### config.mk
export PLATFORM = sky130hd
export DESIGN_NAME = micro_sequencer
export DESIGN_NICKNAME = d
export VERILOG_FILES = /design/src/rtl/useq_pkg.sv /design/src/rtl/useq_stack.sv /design/src/rtl/micro_sequencer.sv
export SDC_FILE = /design/constraint.sdc
export NUM_CORES = 1
export LEC_CHECK = 0
export ABC_AREA = 1
export CAP_MARGIN = 40
export CORE_AREA = 3 3 93 183
export CTS_BUF_LIST = sky130_fd_sc_hd__clkbuf_2 sky130_fd_sc_hd__clkbuf_4 sky130_fd_sc_hd__clkbuf_8
export CTS_CLUSTER_DIAMETER = 60
export DETAILED_ROUTE_END_ITERATION = 8
export DIE_AREA = 0 0 96 186
export GPL_TIMING_DRIVEN = 0
export PLACE_DENSITY = 0.73
export SLEW_MARGIN = 20
export SYNTH_ARGS = -nofsm -noshare
export SYNTH_HDL_FRONTEND = slang
export SYNTH_SLANG_ARGS = --single-unit
### constraint.sdc
create_clock -name clk -period 2.67 [get_ports clk]
set_input_delay 0.534 -clock clk [delete_from_list [all_inputs] [get_ports clk]]
set_output_delay 0.534 -clock clk [all_outputs]
set_load 0.01 [all_outputs]
### src/rtl/useq_pkg.sv
// Shared definitions for the microprogram sequencer: test-field encodings and default sizing.
// The microcode assembler tables use the same encodings.
package useq_pkg;

  typedef enum logic [3:0] {
    T_SEQ   = 4'd0,
    T_JMP   = 4'd1,
    T_DISP  = 4'd2,
    T_BR_S  = 4'd3,
    T_BR_NZ = 4'd4,
    T_BR_Z  = 4'd5,
    T_BR_C  = 4'd6,
    T_BR_O  = 4'd7,
    T_CALL  = 4'd8,
    T_RET   = 4'd9,
    T_HALT  = 4'd10
  } test_e;

  localparam int UADDR_W_DEF     = 6;
  localparam int OPC_W_DEF       = 4;
  localparam int STACK_DEPTH_DEF = 4;
  localparam int RESET_ADDR_DEF  = 1;

endpackage

### src/rtl/useq_stack.sv
// Micro-subroutine return stack: small LIFO with occupancy count.
// Push on full and pop on empty are ignored here; the caller flags them as errors.
module useq_stack #(
  parameter int DEPTH = 4,
  parameter int W     = 6,
  localparam int CNT_W = $clog2(DEPTH + 1),
  localparam int IDX_W = (DEPTH > 1) ? $clog2(DEPTH) : 1
) (
  input  logic             clk,
  input  logic             rst_n,
  input  logic             push,
  input  logic             pop,
  input  logic [W-1:0]     din,
  output logic [W-1:0]     top,
  output logic             full,
  output logic             empty,
  output logic [CNT_W-1:0] count
);

  logic [W-1:0]     mem [DEPTH];
  logic [IDX_W-1:0] wr_idx;
  logic [IDX_W-1:0] rd_idx;

  assign full   = (count == CNT_W'(DEPTH));
  assign empty  = (count == '0);
  assign wr_idx = IDX_W'(count);
  assign rd_idx = IDX_W'(count - CNT_W'(1));
  assign top    = mem[rd_idx];

  always_ff @(posedge clk or negedge rst_n) begin
    if (!rst_n) begin
      count <= '0;
    end else if (push && !full) begin
      count <= count + CNT_W'(1);
    end else if (pop && !empty) begin
      count <= count - CNT_W'(1);
    end
  end

  // Contents need no reset: only entries below count are ever read.
  always_ff @(posedge clk) begin
    if (push && !full) mem[wr_idx] <= din;
  end

endmodule

### src/rtl/micro_sequencer.sv
// Microprogram sequencer: registered uPC, next-address selection from the microword test field,
// programmable opcode dispatch map, return stack, stall/halt and sticky error flags.
module micro_sequencer
  import useq_pkg::*;
#(
  parameter int UADDR_W     = UADDR_W_DEF,
  parameter int OPC_W       = OPC_W_DEF,
  parameter int STACK_DEPTH = STACK_DEPTH_DEF,
  parameter int RESET_ADDR  = RESET_ADDR_DEF,
  localparam int SP_W       = $clog2(STACK_DEPTH + 1)
) (
  input  logic               clk,
  input  logic               rst_n,
  input  logic               stall,
  input  logic [3:0]         test,
  input  logic [UADDR_W-1:0] uaddr,
  input  logic [OPC_W-1:0]   opcode,
  input  logic               cf,
  input  logic               zf,
  input  logic               sf,
  input  logic               of,
  input  logic               map_we,
  input  logic [OPC_W-1:0]   map_opc,
  input  logic [UADDR_W-1:0] map_addr,
  input  logic               err_clr,
  output logic [UADDR_W-1:0] upc,
  output logic               halted,
  output logic [SP_W-1:0]    sp,
  output logic               err_ovf,
  output logic               err_unf,
  output logic               err_map
);

  localparam int MAP_N = 2 ** OPC_W;
  localparam logic [UADDR_W-1:0] RST_UPC = UADDR_W'(RESET_ADDR);

  logic [MAP_N-1:0]   map_vld;
  logic [UADDR_W-1:0] map_tgt [MAP_N];

  logic [UADDR_W-1:0] upc_inc;
  logic [UADDR_W-1:0] upc_nxt;
  logic [UADDR_W-1:0] stk_top;
  logic               stk_full;
  logic               stk_empty;
  logic               push_req;
  logic               pop_req;
  logic               take;
  logic               set_ovf;
  logic               set_unf;
  logic               set_map;

  always_comb begin
    upc_inc  = upc + UADDR_W'(1);
    upc_nxt  = upc_inc;
    push_req = 1'b0;
    pop_req  = 1'b0;
    take     = 1'b0;
    set_ovf  = 1'b0;
    set_unf  = 1'b0;
    set_map  = 1'b0;
    case (test)
      T_JMP:   upc_nxt = uaddr;
      T_DISP: begin
        // Combinational read of the map: a same-cycle write lands after this lookup.
        if (map_vld[opcode]) begin
          upc_nxt = map_tgt[opcode];
        end else begin
          upc_nxt = uaddr;
          set_map = 1'b1;
        end
      end
      T_BR_S:  take = sf;
      T_BR_NZ: take = !zf;
      T_BR_Z:  take = zf;
      T_BR_C:  take = cf;
      T_BR_O:  take = of;
      T_CALL: begin
        upc_nxt  = uaddr;
        push_req = !stk_full;
        set_ovf  = stk_full;
      end
      T_RET: begin
        if (stk_empty) begin
          upc_nxt = RST_UPC;
          set_unf = 1'b1;
        end else begin
          upc_nxt = stk_top;
          pop_req = 1'b1;
        end
      end
      T_HALT:  upc_nxt = upc;
      default: ;
    endcase
    if (take) upc_nxt = uaddr;
  end

  useq_stack #(
    .DEPTH (STACK_DEPTH),
    .W     (UADDR_W)
  ) u_stack (
    .clk   (clk),
    .rst_n (rst_n),
    .push  (push_req && !stall),
    .pop   (pop_req && !stall),
    .din   (upc_inc),
    .top   (stk_top),
    .full  (stk_full),
    .empty (stk_empty),
    .count (sp)
  );

  always_ff @(posedge clk or negedge rst_n) begin
    if (!rst_n) begin
      upc     <= RST_UPC;
      halted  <= 1'b0;
      err_ovf <= 1'b0;
      err_unf <= 1'b0;
      err_map <= 1'b0;
      map_vld <= '0;
    end else begin
      if (!stall) begin
        upc    <= upc_nxt;
        halted <= (test == T_HALT);
      end
      // A new error in the same cycle as err_clr stays set.
      err_ovf <= (set_ovf && !stall) || (err_ovf && !err_clr);
      err_unf <= (set_unf && !stall) || (err_unf && !err_clr);
      err_map <= (set_map && !stall) || (err_map && !err_clr);
      if (map_we) map_vld[map_opc] <= 1'b1;
    end
  end

  always_ff @(posedge clk) begin
    if (map_we) map_tgt[map_opc] <= map_addr;
  end

endmodule

==> qor_table.md, run 1 <==
| Item | Value | Unit |
|:---|:---|:---|
| Setup tns final | 0 | ns |
| Vias after detailed routing | 5156 | - |
| Number of remaining DRC errors | 0 | - |
| Worst vdd ir | 0.3301 | mV |
| Clock insertion delay at the later pin of the skew report | 0.46 | ns |
| Setup repair after global routing missed its margin | no | - |
| Sink count of the clock tree | 149 | - |
| Wirelength, routed | 17600 | um |
| Antenna violations before repair | 0 | - |
| Post-CTS Setup Inserts | 0 | - |
| TritonCTS clock tree | yes | - |
| Overall track demand over capacity in global routing | 20.96 | % |
| Filler cell count in the final layout | 1459 | - |
| Number of non-filler instances in the completed layout | 1028 | - |
| Share of post-route cells with drive strength above 1 | 7.981 | % |
| Number of flip-flops and latches in the synthesized netlist | 149 | - |
| Stage delay of the slowest cell on the critical path | 0.47 | ns |
| Post-route antenna net violation count | 0 | - |
| Last weighted congestion value of the routability-driven placer | 0.9353 | - |
| WL/cell | 17.12 | um |
| Worst clock skew on the final layout | 0.01433 | ns |
| Kind of path behind the tightest hold check | in2async | - |
| Relative slew margins | 46.62 | % |
| H-tree levels | 4 | - |
| Setup slack at placement | -0.06803 | ns |
| Via count of the first global-routing pass | 5106 | - |
| Area Growth Syn to Fin | 15.42 | % |
| Max-capacitance violation count | 0 | - |
| CTS clk-pin slew, worst paths | 0.09 | ns |
| Final Setup Violations | 0 | - |
| Slew Viols, Final | 0 | - |
| Worst Path Class, Setup | reg2reg | - |
| Die width | 96 | um |
| Post-Synthesis Net Count | 790 | - |
| Number of unique standard cell types used by synthesis | 31 | - |
| Pin count of the biggest net entering global routing | 30 | - |
| Total CTS buffers | 17 | - |
| Areal power density over the cells | 695.0 | mW/mm^2 |
| Std cell rows | 65 | - |
| Post-cts resize count | 0 | - |
| Startpoint types | register | - |
| Grt ovf | 0 | - |
| Sequential element share of the synthesized area | 61.64 | % |
| Post-Place Cells | 996 | - |
| Vertical die dimension | 186 | um |
| Gate Count Post-Synth | 751 | - |
| Mapped cell area | 0.007025 | sq mm |
| Detailed placer's ending HPWL | 13160 | um |
| LEAKAGE | 3.532 | nW |
| Max Clk Rate | 411.0 | MHz |
| Total of buffers placed on input and output ports | 44 | - |
| Die area | 0.01786 | sq mm |
| Maximum fanout encountered on the critical timing path | 12 | - |
| Outcome | complete, no violations | - |
| Endpoint class of the critical path | register | - |
| Final count of hold timing violations | 0 | - |
| Post-route setup slack | 0.2368 | ns |
| Post-route minimum period | 2.433 | ns |
| Ports placed on the boundary | 46 | - |
| Count of hold buffers inserted by post-cts repair | 0 | - |
| Net total in the final layout | 853 | - |
| Worst path slowest cell | dfrtp_1 | - |
| Critical path cell sequence | inv_1, clkbuf_1, ha_1, inv_1, o21ai_0, o22ai_1, a21oi_1, nand2_1, nand2_1, a21oi_1 | - |
| Post-Synthesis Mean Instance Area | 9.355 | sq um |
| Core box area | 0.01586 | sq mm |
| Post-DP Area | 0.007712 | sq mm |
| Summed area of non-filler cells in the final layout | 0.008109 | sq mm |
| Period utilisation layout | 91.13 | % |
| Total inserted antenna cells | 0 | - |
| DR pass1 iterations | 8 | - |
| Number of warnings issued by yosys | 0 | - |
| Number of violations reported at the end of detailed-routing iteration 0 | 375 | - |
| Clock Root Buffer | clkbuf_8 | - |
| Arrival time at the worst endpoint | 2.81 | ns |
| Initial core utilization | 44.30 | % |
| Critical Path RT | 3.04 | ns |
| Worst-case clock buffer depth | 2 | - |
| Wire length of the first global-routing pass | 26850 | um |
| Via-to-Cell Ratio | 5.016 | - |
| Transition time of the tightest slew-check pin | 0.8007 | ns |
[worst max-delay path, delay by kind of cell, from the launching register on]
family / cells / cell delay (ns)
buf+inv: 3 / 0.78
fa+ha+maj: 1 / 0.43
simple gates: 2 / 0.11
compound gates: 4 / 0.55
flops: 1 / 0.47
[cell families after synthesis]
kind of cell,Yosys count,share of synthesized area [%]
adder cells (fa/ha/maj),6,1.069
XOR/XNOR,7,0.8727
flip-flops,149,61.64
AND/OR/NAND/NOR,363,21.64
AO/OA/AOI/OAI,65,5.200
buffers and inverters,161,9.582
[worst paths after layout]
kind,from,endpoint,slack (ns),cells after the start
worst max-delay path,u_stack.count[0]$_DFFE_PN0P_,upc[5]$_DFFE_PN0P_,0.24,10
worst min-delay path,rst_n,upc[3]$_DFFE_PN0P_,0.11,1
worst max register to register,u_stack.count[0]$_DFFE_PN0P_,upc[5]$_DFFE_PN0P_,0.24,10
worst min register to register,map_vld[8]$_DFFE_PN0P_,map_vld[8]$_DFFE_PN0P_,0.46,2
max in group asynchronous,rst_n,u_stack.count[1]$_DFFE_PN0P_,2.11,1
min in group clk,map_vld[8]$_DFFE_PN0P_,map_vld[8]$_DFFE_PN0P_,0.46,2
[cell usage after synthesis (all sizes together)]
cell type | count | area, sq um
xnor2 | 4 | 35.03
clkbuf | 3 | 11.26
o32ai | 1 | 8.760
nor2 | 56 | 220.2
xor2 | 3 | 26.28
nand2 | 206 | 778.2
a22o | 1 | 8.760
nand3 | 98 | 500.5
a31oi | 1 | 6.260
ha | 6 | 75.07
or2 | 1 | 6.260
buf | 21 | 147.6
a21oi | 22 | 121.4
dfstp | 1 | 26.28
dfrtp | 28 | 700.7
edfxtp | 120 | 3603
o22ai | 7 | 43.79
inv | 137 | 514.3
o21ai | 33 | 176.4
nand3b | 2 | 15.01
[cell usage in the layout (no fill, tap or decap), types with 7 or more instances in the layout]
cell	count
clkbuf_8	17
a21oi_1	19
o22ai_1	7
nand2_1	204
nor2_1	54
clkdlybuf4s50_1	43
o21ai_0	29
inv_1	135
nand3_1	96
edfxtp_1	120
buf_2	11
dfrtp_1	28
[where the power goes]
part           switching [mW]  internal [mW]
Sequential             0.0870           2.65
Combinational           0.709          0.434
Clock                   0.889          0.863
[metrics by stage]
| stage | util, % | total power [mW] | hold slack [ns] |
|---|---|---|---|
| 2_1_floorplan | - | 3.471 | 0.2384 |
| 3_3_place_gp | 48.66 | 3.906 | 0.4363 |
| 3_5_place_dp | 48.63 | 3.935 | 0.4446 |
| 4_1_cts | 51.13 | 5.659 | 0.1119 |
| 5_1_grt | 51.13 | 5.905 | 0.1425 |
| 6_report | 51.13 | 5.635 | 0.1071 |
[cell type report]
class / instances / area (sq um) / area share [%]
clock buffer: 19 / 249.0 / 3.071
buffer: 24 / 158.9 / 1.960
multi-input combinational: 441 / 2022 / 24.93
timing repair buffer: 44 / 435.4 / 5.370
inverter: 137 / 514.2 / 6.342
tap: 201 / 251.5 / 3.101
clock inverter: 13 / 147.6 / 1.821
sequential: 149 / 4330 / 53.40
[registers in the layout, summed over array words and instances, names as in the netlist]
name and cells:
upc 6, err_unf 1, map_tgt 96, halted 1, err_ovf 1, u_stack.count 3
map_vld 16, err_map 1, u_stack.mem 24
[metal layers]
layer  vias up  track usage, %  wire, um
li1       2539               -         -
met1      2383           18.90      5777
met2       168           40.27     10020
met3        66           3.479       671
met4         0           14.25      1134
met5         -               0         0
No activity file was read; power rests on OpenSTA's default activity.
==> run 2, diff against run 1 <==
--- a/config.mk
+++ b/config.mk
@@ -13,7 +13,6 @@
 export DETAILED_ROUTE_END_ITERATION = 8
 export DIE_AREA = 0 0 96 186
 export GPL_TIMING_DRIVEN = 0
-export PLACE_DENSITY = 0.73
 export SLEW_MARGIN = 20
 export SYNTH_ARGS = -nofsm -noshare
 export SYNTH_HDL_FRONTEND = slang
==> run 2 against run 1 <==
Against the previous run: critical path depth down 4; first-iteration DRC count is 24% lower; register-to-register slack improved by 0.02 ns; global-route usage grew 0.90 points.
==> qor_table.md, run 2 (synthesis gave the netlist of run 1 again) <==
| Item | Value | Unit | vs previous |
|:---|:---|:---|:---|
| Outcome | complete, no violations | - |  |
| Areal power density over the cells | 703.3 | mW/mm^2 | +1.2% |
| Share of post-route cells with drive strength above 1 | 8.102 | % | +0.12 points |
| Post-route antenna net violation count | 0 | - | unchanged |
| Wire length of the first global-routing pass | 28170 | um | +4.9% |
| Critical Path RT | 2.75 | ns | -0.29 ns |
| Summed area of non-filler cells in the final layout | 0.008137 | sq mm | +0.34% |
| Internal Dissipation | 4.041 | mW | +2.3% |
| Critical R2R Launch | u_stack.count[0]$_DFFE_PN0P_ | - |  |
| Arrival time at the worst endpoint | 2.49 | ns | -0.32 ns |
| Max Clk Rate | 414.8 | MHz | +0.93% |
| Die width | 96 | um | unchanged |
| Overall track demand over capacity in global routing | 21.85 | % | +0.90 points |
| Total CTS buffers | 17 | - | unchanged |
| Worst vdd ir | 0.3891 | mV | +18% |
| TritonCTS clock tree | yes | - |  |
| Detailed placer's ending HPWL | 13780 | um | +4.7% |
| Leading registers by flop count | map_tgt x96, u_stack.mem x24, map_vld x16 | - |  |
| DR pass1 iterations | 5 | - | -3 |
| Total of buffers placed on input and output ports | 44 | - | unchanged |
| Area Growth Syn to Fin | 15.81 | % |  |
| Die area | 0.01786 | sq mm | unchanged |
| Ports placed on the boundary | 46 | - | unchanged |
| CTS clk-pin slew, worst paths | 0.09 | ns | about the same |
| Via count of the first global-routing pass | 5392 | - | +5.6% |
| Setup repair after global routing missed its margin | no | - |  |
| Startpoint types | register | - |  |
| Total inserted antenna cells | 0 | - | unchanged |
| Antenna violations before repair | 0 | - | unchanged |
| Count of hold buffers inserted by post-cts repair | 0 | - | unchanged |
| Biggest register | map_tgt | - |  |
| WL/cell | 17.84 | um | +4.2% |
| Worst path slowest cell | nor2_1 | - |  |
| Vertical die dimension | 186 | um | unchanged |
| Std cell rows | 65 | - | unchanged |
| Grt ovf | 0 | - | unchanged |
| Commonest cells after routing, fill and taps aside | nand2_1, inv_1, edfxtp_1 | - |  |
| Transition time of the tightest slew-check pin | 0.8070 | ns | +0.006278 ns |
| Setup crit start | u_stack.count[0]$_DFFE_PN0P_ | - |  |
| Worst Path Class, Setup | reg2reg | - |  |
| Sink count of the clock tree | 149 | - | unchanged |
| Number of remaining DRC errors | 0 | - | unchanged |
| Core box area | 0.01586 | sq mm | unchanged |
| Number of violations reported at the end of detailed-routing iteration 0 | 284 | - | -24% |
| Clock network power share | 31.8 | % | +0.7 points |
| Maximum fanout encountered on the critical timing path | 12 | - | unchanged |
| Vias after detailed routing | 5235 | - | +1.5% |
| Filler cell count in the final layout | 1489 | - | +2.1% |
| Net total in the final layout | 853 | - | unchanged |
| Initial core utilization | 44.30 | % | unchanged |
| Clock insertion delay at the later pin of the skew report | 0.45 | ns | about the same |
| Post-DP Area | 0.007712 | sq mm | unchanged |
| Clock Root Buffer | clkbuf_8 | - |  |
| Wirelength, routed | 18340 | um | +4.2% |
| Kind of path behind the tightest hold check | in2async | - |  |
| Power dissipated by switching net loads | 1.681 | mW | -0.19% |
| Critical path cell sequence | inv_1, clkbuf_2, ha_2, nand2_1, nand3_1, nor2_1 | - |  |
| Design Power | 5.722 | mW | +1.5% |
| Post-route minimum period | 2.411 | ns | -0.02237 ns |
| Final Setup Violations | 0 | - | unchanged |
| Share of power burned in registers | 47.9 | % | -0.7 points |
| Last weighted congestion value of the routability-driven placer | 0.9610 | - | +2.7% |
| Number of flip-flops under the largest register name | 96 | - | unchanged |
| Endpoint class of the critical path | register | - |  |
| Worst-case clock buffer depth | 2 | - | unchanged |
| Area used by multi-input combinational logic | 0.002024 | sq mm | +0.12% |
| Stage delay of the slowest cell on the critical path | 0.62 | ns | +0.15 ns |
| Switching power share of the total | 29.38 | % | -0.51 points |
| Final count of hold timing violations | 0 | - | unchanged |
| FF/Latch Area | 0.004330 | sq mm | unchanged |
| Share of total power in combinational logic | 20.3 | % | about the same |
| Relative slew margins | 46.20 | % | -0.42 points |
| Slew Viols, Final | 0 | - | unchanged |
| Via-to-Cell Ratio | 5.092 | - | +1.5% |
| Worst clock skew on the final layout | 0.01281 | ns | -0.001516 ns |
| LEAKAGE | 3.547 | nW | +0.43% |
| Max-capacitance violation count | 0 | - | unchanged |
| Most common library cell in the layout ignoring fill and taps | nand2_1 | - |  |
| H-tree levels | 4 | - | unchanged |
| Period utilisation layout | 90.29 | % | -0.84 points |
| Pin count of the biggest net entering global routing | 30 | - | unchanged |
[run 2: cell count changes in the layout (fill, tap and decap cells not counted), sizes merged]
cell / previous run / this run
inv: 142 / 139
clkinvlp: 4 / 2
clkbuf: 22 / 21
bufinv: 2 / 3
clkinv: 2 / 7
[run 2: cell type report]
class	instances	area share (%)
buffer	24	1.968
clock buffer	18	2.968
clock inverter	14	2.199
inverter	137	6.320
multi-input combinational	441	24.88
sequential	149	53.22
tap	201	3.091
timing repair buffer	44	5.351
[run 2: path summary, 6_finish.rpt]
| kind | end | slack, ns | cells after the start |
|---|---|---|---|
| min in group clk | map_vld[14]$_DFFE_PN0P_ | 0.46 | 2 |
| worst min-delay path | map_vld[11]$_DFFE_PN0P_ | 0.12 | 1 |
| worst max register to register | u_stack.mem[3][3]$_DFFE_PP_ | 0.26 | 6 |
| max in group asynchronous | upc[3]$_DFFE_PN0P_ | 2.09 | 1 |
| worst min register to register | map_vld[14]$_DFFE_PN0P_ | 0.46 | 2 |
| worst max-delay path | u_stack.mem[3][3]$_DFFE_PP_ | 0.26 | 6 |
[run 2: timing repair]
item	in CTS	in global routing
resized for setup	0	3
buffers inserted	0	0
setup endpoints to repair	0	30
[run 2: power by group through the flow]
stage / clock (mW) / sequential, mW / combinational [mW]
2_1_floorplan: 0 / 2.79 / 0.678
3_3_place_gp: 0 / 2.79 / 1.13
3_5_place_dp: 0 / 2.80 / 1.16
4_1_cts: 1.87 / 2.74 / 1.17
5_1_grt: 1.96 / 2.75 / 1.31
6_report: 1.82 / 2.74 / 1.16
[run 2: worst max-delay path, delay by kind of cell, from the launching register on]
| kind | cells | cell delay, ns |
|---|---|---|
| buf+inv | 2 | 0.38 |
| flops | 1 | 0.50 |
| simple gates | 3 | 0.91 |
| fa+ha+maj | 1 | 0.25 |
[run 2: through the flow]
| stage | worst slack (ns) | hold slack (ns) | util (%) | instances | TNS [ns] |
|---|---|---|---|---|---|
| after floorplan | 0.6936 | 0.2384 | - | 751 | 0 |
| after global placement | -0.001836 | 0.4382 | 48.66 | 996 | -0.001836 |
| after detailed placement | 0.007375 | 0.4474 | 48.63 | 996 | 0 |
| after CTS | 0.01271 | 0.1106 | 51.28 | 1028 | 0 |
| after global routing | 0.07575 | 0.1582 | 51.31 | 1028 | 0 |
| final | 0.2592 | 0.1213 | 51.31 | 1028 | 0 |
[run 2: per-layer routing]
layer  vias to the layer above  track usage, %  wire length [um]  share of wire, %
met5                         -               0                 0                 0
li1                       2546               -                 -                 -
met4                         0           12.77               884               4.8
met3                        55           3.883               855               4.7
met1                      2454           20.76              6261                34
met2                       180           41.73             10340                56
==> run 3, diff against run 2 <==
--- a/config.mk
+++ b/config.mk
@@ -9,10 +9,10 @@
 export CAP_MARGIN = 40
 export CORE_AREA = 3 3 93 183
 export CTS_BUF_LIST = sky130_fd_sc_hd__clkbuf_2 sky130_fd_sc_hd__clkbuf_4 sky130_fd_sc_hd__clkbuf_8
-export CTS_CLUSTER_DIAMETER = 60
 export DETAILED_ROUTE_END_ITERATION = 8
 export DIE_AREA = 0 0 96 186
 export GPL_TIMING_DRIVEN = 0
+export SETUP_SLACK_MARGIN = 0.1
 export SLEW_MARGIN = 20
 export SYNTH_ARGS = -nofsm -noshare
 export SYNTH_HDL_FRONTEND = slang
==> run 3 against run 2 <==
Against the previous run: sequential share of layout area hardly changed; critical path type unchanged; critical endpoint is now u_stack.mem[2][4]$_DFFE_PP_; wire length hardly changed; combinational power hardly changed; non-clock buffer count stayed put; largest cell class unchanged; final area hardly changed.
==> qor_table.md, run 3 (synthesis gave the netlist of run 1 again) <==
| Item | Value | Unit | vs previous |
|:---|:---|:---|:---|
| Outcome | complete, no violations | - |  |
| Initial core utilization | 44.30 | % | unchanged |
| Transition time of the tightest slew-check pin | 0.7960 | ns | -0.01101 ns |
| Core box area | 0.01586 | sq mm | unchanged |
| Last weighted congestion value of the routability-driven placer | 0.9610 | - | unchanged |
| Number of remaining DRC errors | 0 | - | unchanged |
| Post-Place Cells | 996 | - | unchanged |
| Critical path cell sequence | inv_1, clkbuf_2, ha_2, nand2_1, nand3_1, nor2_1 | - |  |
| Number of violations reported at the end of detailed-routing iteration 0 | 307 | - | +8.1% |
| Net total in the final layout | 853 | - | unchanged |
| Final count of hold timing violations | 0 | - | unchanged |
| Sink count of the clock tree | 149 | - | unchanged |
| LEAKAGE | 3.547 | nW | about the same |
| Critical Path RT | 2.75 | ns | about the same |
| Period utilisation layout | 88.20 | % | -2.1 points |
| Worst path slowest cell | nor2_1 | - |  |
| Areal power density over the cells | 703.9 | mW/mm^2 | about the same |
| Via-to-Cell Ratio | 5.140 | - | +0.94% |
| Worst clock skew on the final layout | 0.01535 | ns | +0.002542 ns |
| Total inserted antenna cells | 0 | - | unchanged |
| Worst-case clock buffer depth | 2 | - | unchanged |
| Die area | 0.01786 | sq mm | unchanged |
| Slew Viols, Final | 0 | - | unchanged |
| WL/cell | 17.83 | um | about the same |
| Commonest cells after routing, fill and taps aside | nand2_1, inv_1, edfxtp_1 | - |  |
| Maximum fanout encountered on the critical timing path | 12 | - | unchanged |
| Relative slew margins | 46.93 | % | +0.73 points |
| Number of non-filler instances in the completed layout | 1028 | - | unchanged |
| Stage delay of the slowest cell on the critical path | 0.55 | ns | -0.07 ns |
| TritonCTS clock tree | yes | - |  |
| Setup crit start | u_stack.count[0]$_DFFE_PN0P_ | - |  |
| Design Power | 5.729 | mW | +0.11% |
| Clock Root Buffer | clkbuf_8 | - |  |
| Post-route minimum period | 2.355 | ns | -0.05599 ns |
| Setup repair after global routing missed its margin | yes | - |  |
| Die width | 96 | um | unchanged |
| Startpoint types | register | - |  |
| Post-route antenna net violation count | 0 | - | unchanged |
| Vertical die dimension | 186 | um | unchanged |
| Area Growth Syn to Fin | 15.85 | % | about the same |
| Overall track demand over capacity in global routing | 21.85 | % | unchanged |
| Vias after detailed routing | 5284 | - | +0.94% |
| Biggest register | map_tgt | - |  |
| Max-capacitance violation count | 0 | - | unchanged |
| Worst vdd ir | 0.3892 | mV | about the same |
| CP Buf/Inv Count | 2 | - | unchanged |
| Pin count of the biggest net entering global routing | 30 | - | unchanged |
| Top delay family on crit path | simple AND/OR/NAND/NOR gates | - |  |
| Grt ovf | 0 | - | unchanged |
| Ports placed on the boundary | 46 | - | unchanged |
| Setup tns final | 0 | ns | unchanged |
| H-tree levels | 4 | - | unchanged |
| Max Clk Rate | 424.7 | MHz | +2.4% |
| CTS clk-pin slew, worst paths | 0.09 | ns | about the same |
| Leading registers by flop count | map_tgt x96, u_stack.mem x24, map_vld x16 | - |  |
| Number of flip-flops under the largest register name | 96 | - | unchanged |
| Wire length of the first global-routing pass | 28170 | um | unchanged |
| Total of buffers placed on input and output ports | 44 | - | unchanged |
| Std cell rows | 65 | - | unchanged |
| Wirelength, routed | 18330 | um | about the same |
| Critical R2R Launch | u_stack.count[0]$_DFFE_PN0P_ | - |  |
| Antenna violations before repair | 0 | - | unchanged |
| Arrival time at the worst endpoint | 2.44 | ns | -0.05 ns |
| Via count of the first global-routing pass | 5392 | - | unchanged |
| Share of post-route cells with drive strength above 1 | 8.222 | % | +0.12 points |
| DR pass1 iterations | 5 | - | unchanged |
| Clock insertion delay at the later pin of the skew report | 0.45 | ns | about the same |
| Worst Path Class, Setup | reg2reg | - |  |
| Endpoint class of the critical path | register | - |  |
| Final Setup Violations | 0 | - | unchanged |
| Post-DP Area | 0.007712 | sq mm | unchanged |
| Reg-to-reg slack, setup | 0.32 | ns | +0.06 ns |
| FF-to-FF path depth | 6 | - | unchanged |
| Kind of path behind the tightest hold check | in2async | - |  |
| Detailed placer's ending HPWL | 13780 | um | unchanged |
| End of the worst register-to-register path | u_stack.mem[2][4]$_DFFE_PP_ | - |  |
| Most common library cell in the layout ignoring fill and taps | nand2_1 | - |  |
| Count of hold buffers inserted by post-cts repair | 0 | - | unchanged |
| Summed area of non-filler cells in the final layout | 0.008139 | sq mm | about the same |
| Final core occ | 51.32 | % | about the same |
| Total CTS buffers | 17 | - | unchanged |
-- run 3: changes by cell type in the layout (fill, tap and decap cells not counted) --
cell and delta:
nor2_1 -1, nor2_2 +1
-- run 3: area by class of cell --
class | instances | area [sq um]
fill | 1490 | 7720
buffer | 24 | 160.2
multi-input combinational | 441 | 2027
tap | 201 | 251.5
sequential | 149 | 4330
clock buffer | 18 | 241.5
clock inverter | 14 | 178.9
inverter | 137 | 514.2
timing repair buffer | 44 | 435.4
-- run 3: layer usage --
metal  routed length, um  GRT usage [%]  vias to the layer above
met3                 836          3.883                       59
met4                 986          12.77                        0
met1                6262          20.76                     2483
met2               10240          41.73                      199
li1                    -              -                     2543
met5                   0              0                        -
-- run 3: where the power goes --
group	leakage (nW)	total [mW]	switching [mW]	internal, mW
combinational	1.96	1.16	0.719	0.444
clock	0.205	1.83	0.881	0.944
sequential	1.38	2.74	0.0872	2.65
-- run 3: worst max path at each step --
| stage | cells past startpoint | to | slack, ns |
|---|---|---|---|
| after floorplan | 11 | upc[0]$_DFFE_PN1P_ | 0.69 |
| after global placement | 11 | upc[3]$_DFFE_PN0P_ | -0.002 |
| after detailed placement | 11 | upc[3]$_DFFE_PN0P_ | 0.007 |
| after CTS | 6 | u_stack.mem[3][4]$_DFFE_PP_ | 0.18 |
| after global routing | 6 | u_stack.mem[2][4]$_DFFE_PP_ | 0.09 |
| final | 6 | u_stack.mem[2][4]$_DFFE_PP_ | 0.32 |
-- run 3: timing repair --
action | in CTS | in global routing
resized for setup | 1 | 2
setup buffers | 0 | 0
endpoints found under the hold margin | 0 | 0
setup endpoints to repair | 17 | 16
-- run 3: per-stage QoR --
stage          hold slack (ns)  setup slack, ns
2_1_floorplan           0.2384           0.6936
3_3_place_gp            0.4382        -0.001836
3_5_place_dp            0.4474         0.007375
4_1_cts                 0.1106           0.1768
5_1_grt                 0.1582          0.08647
6_report                0.1202           0.3151
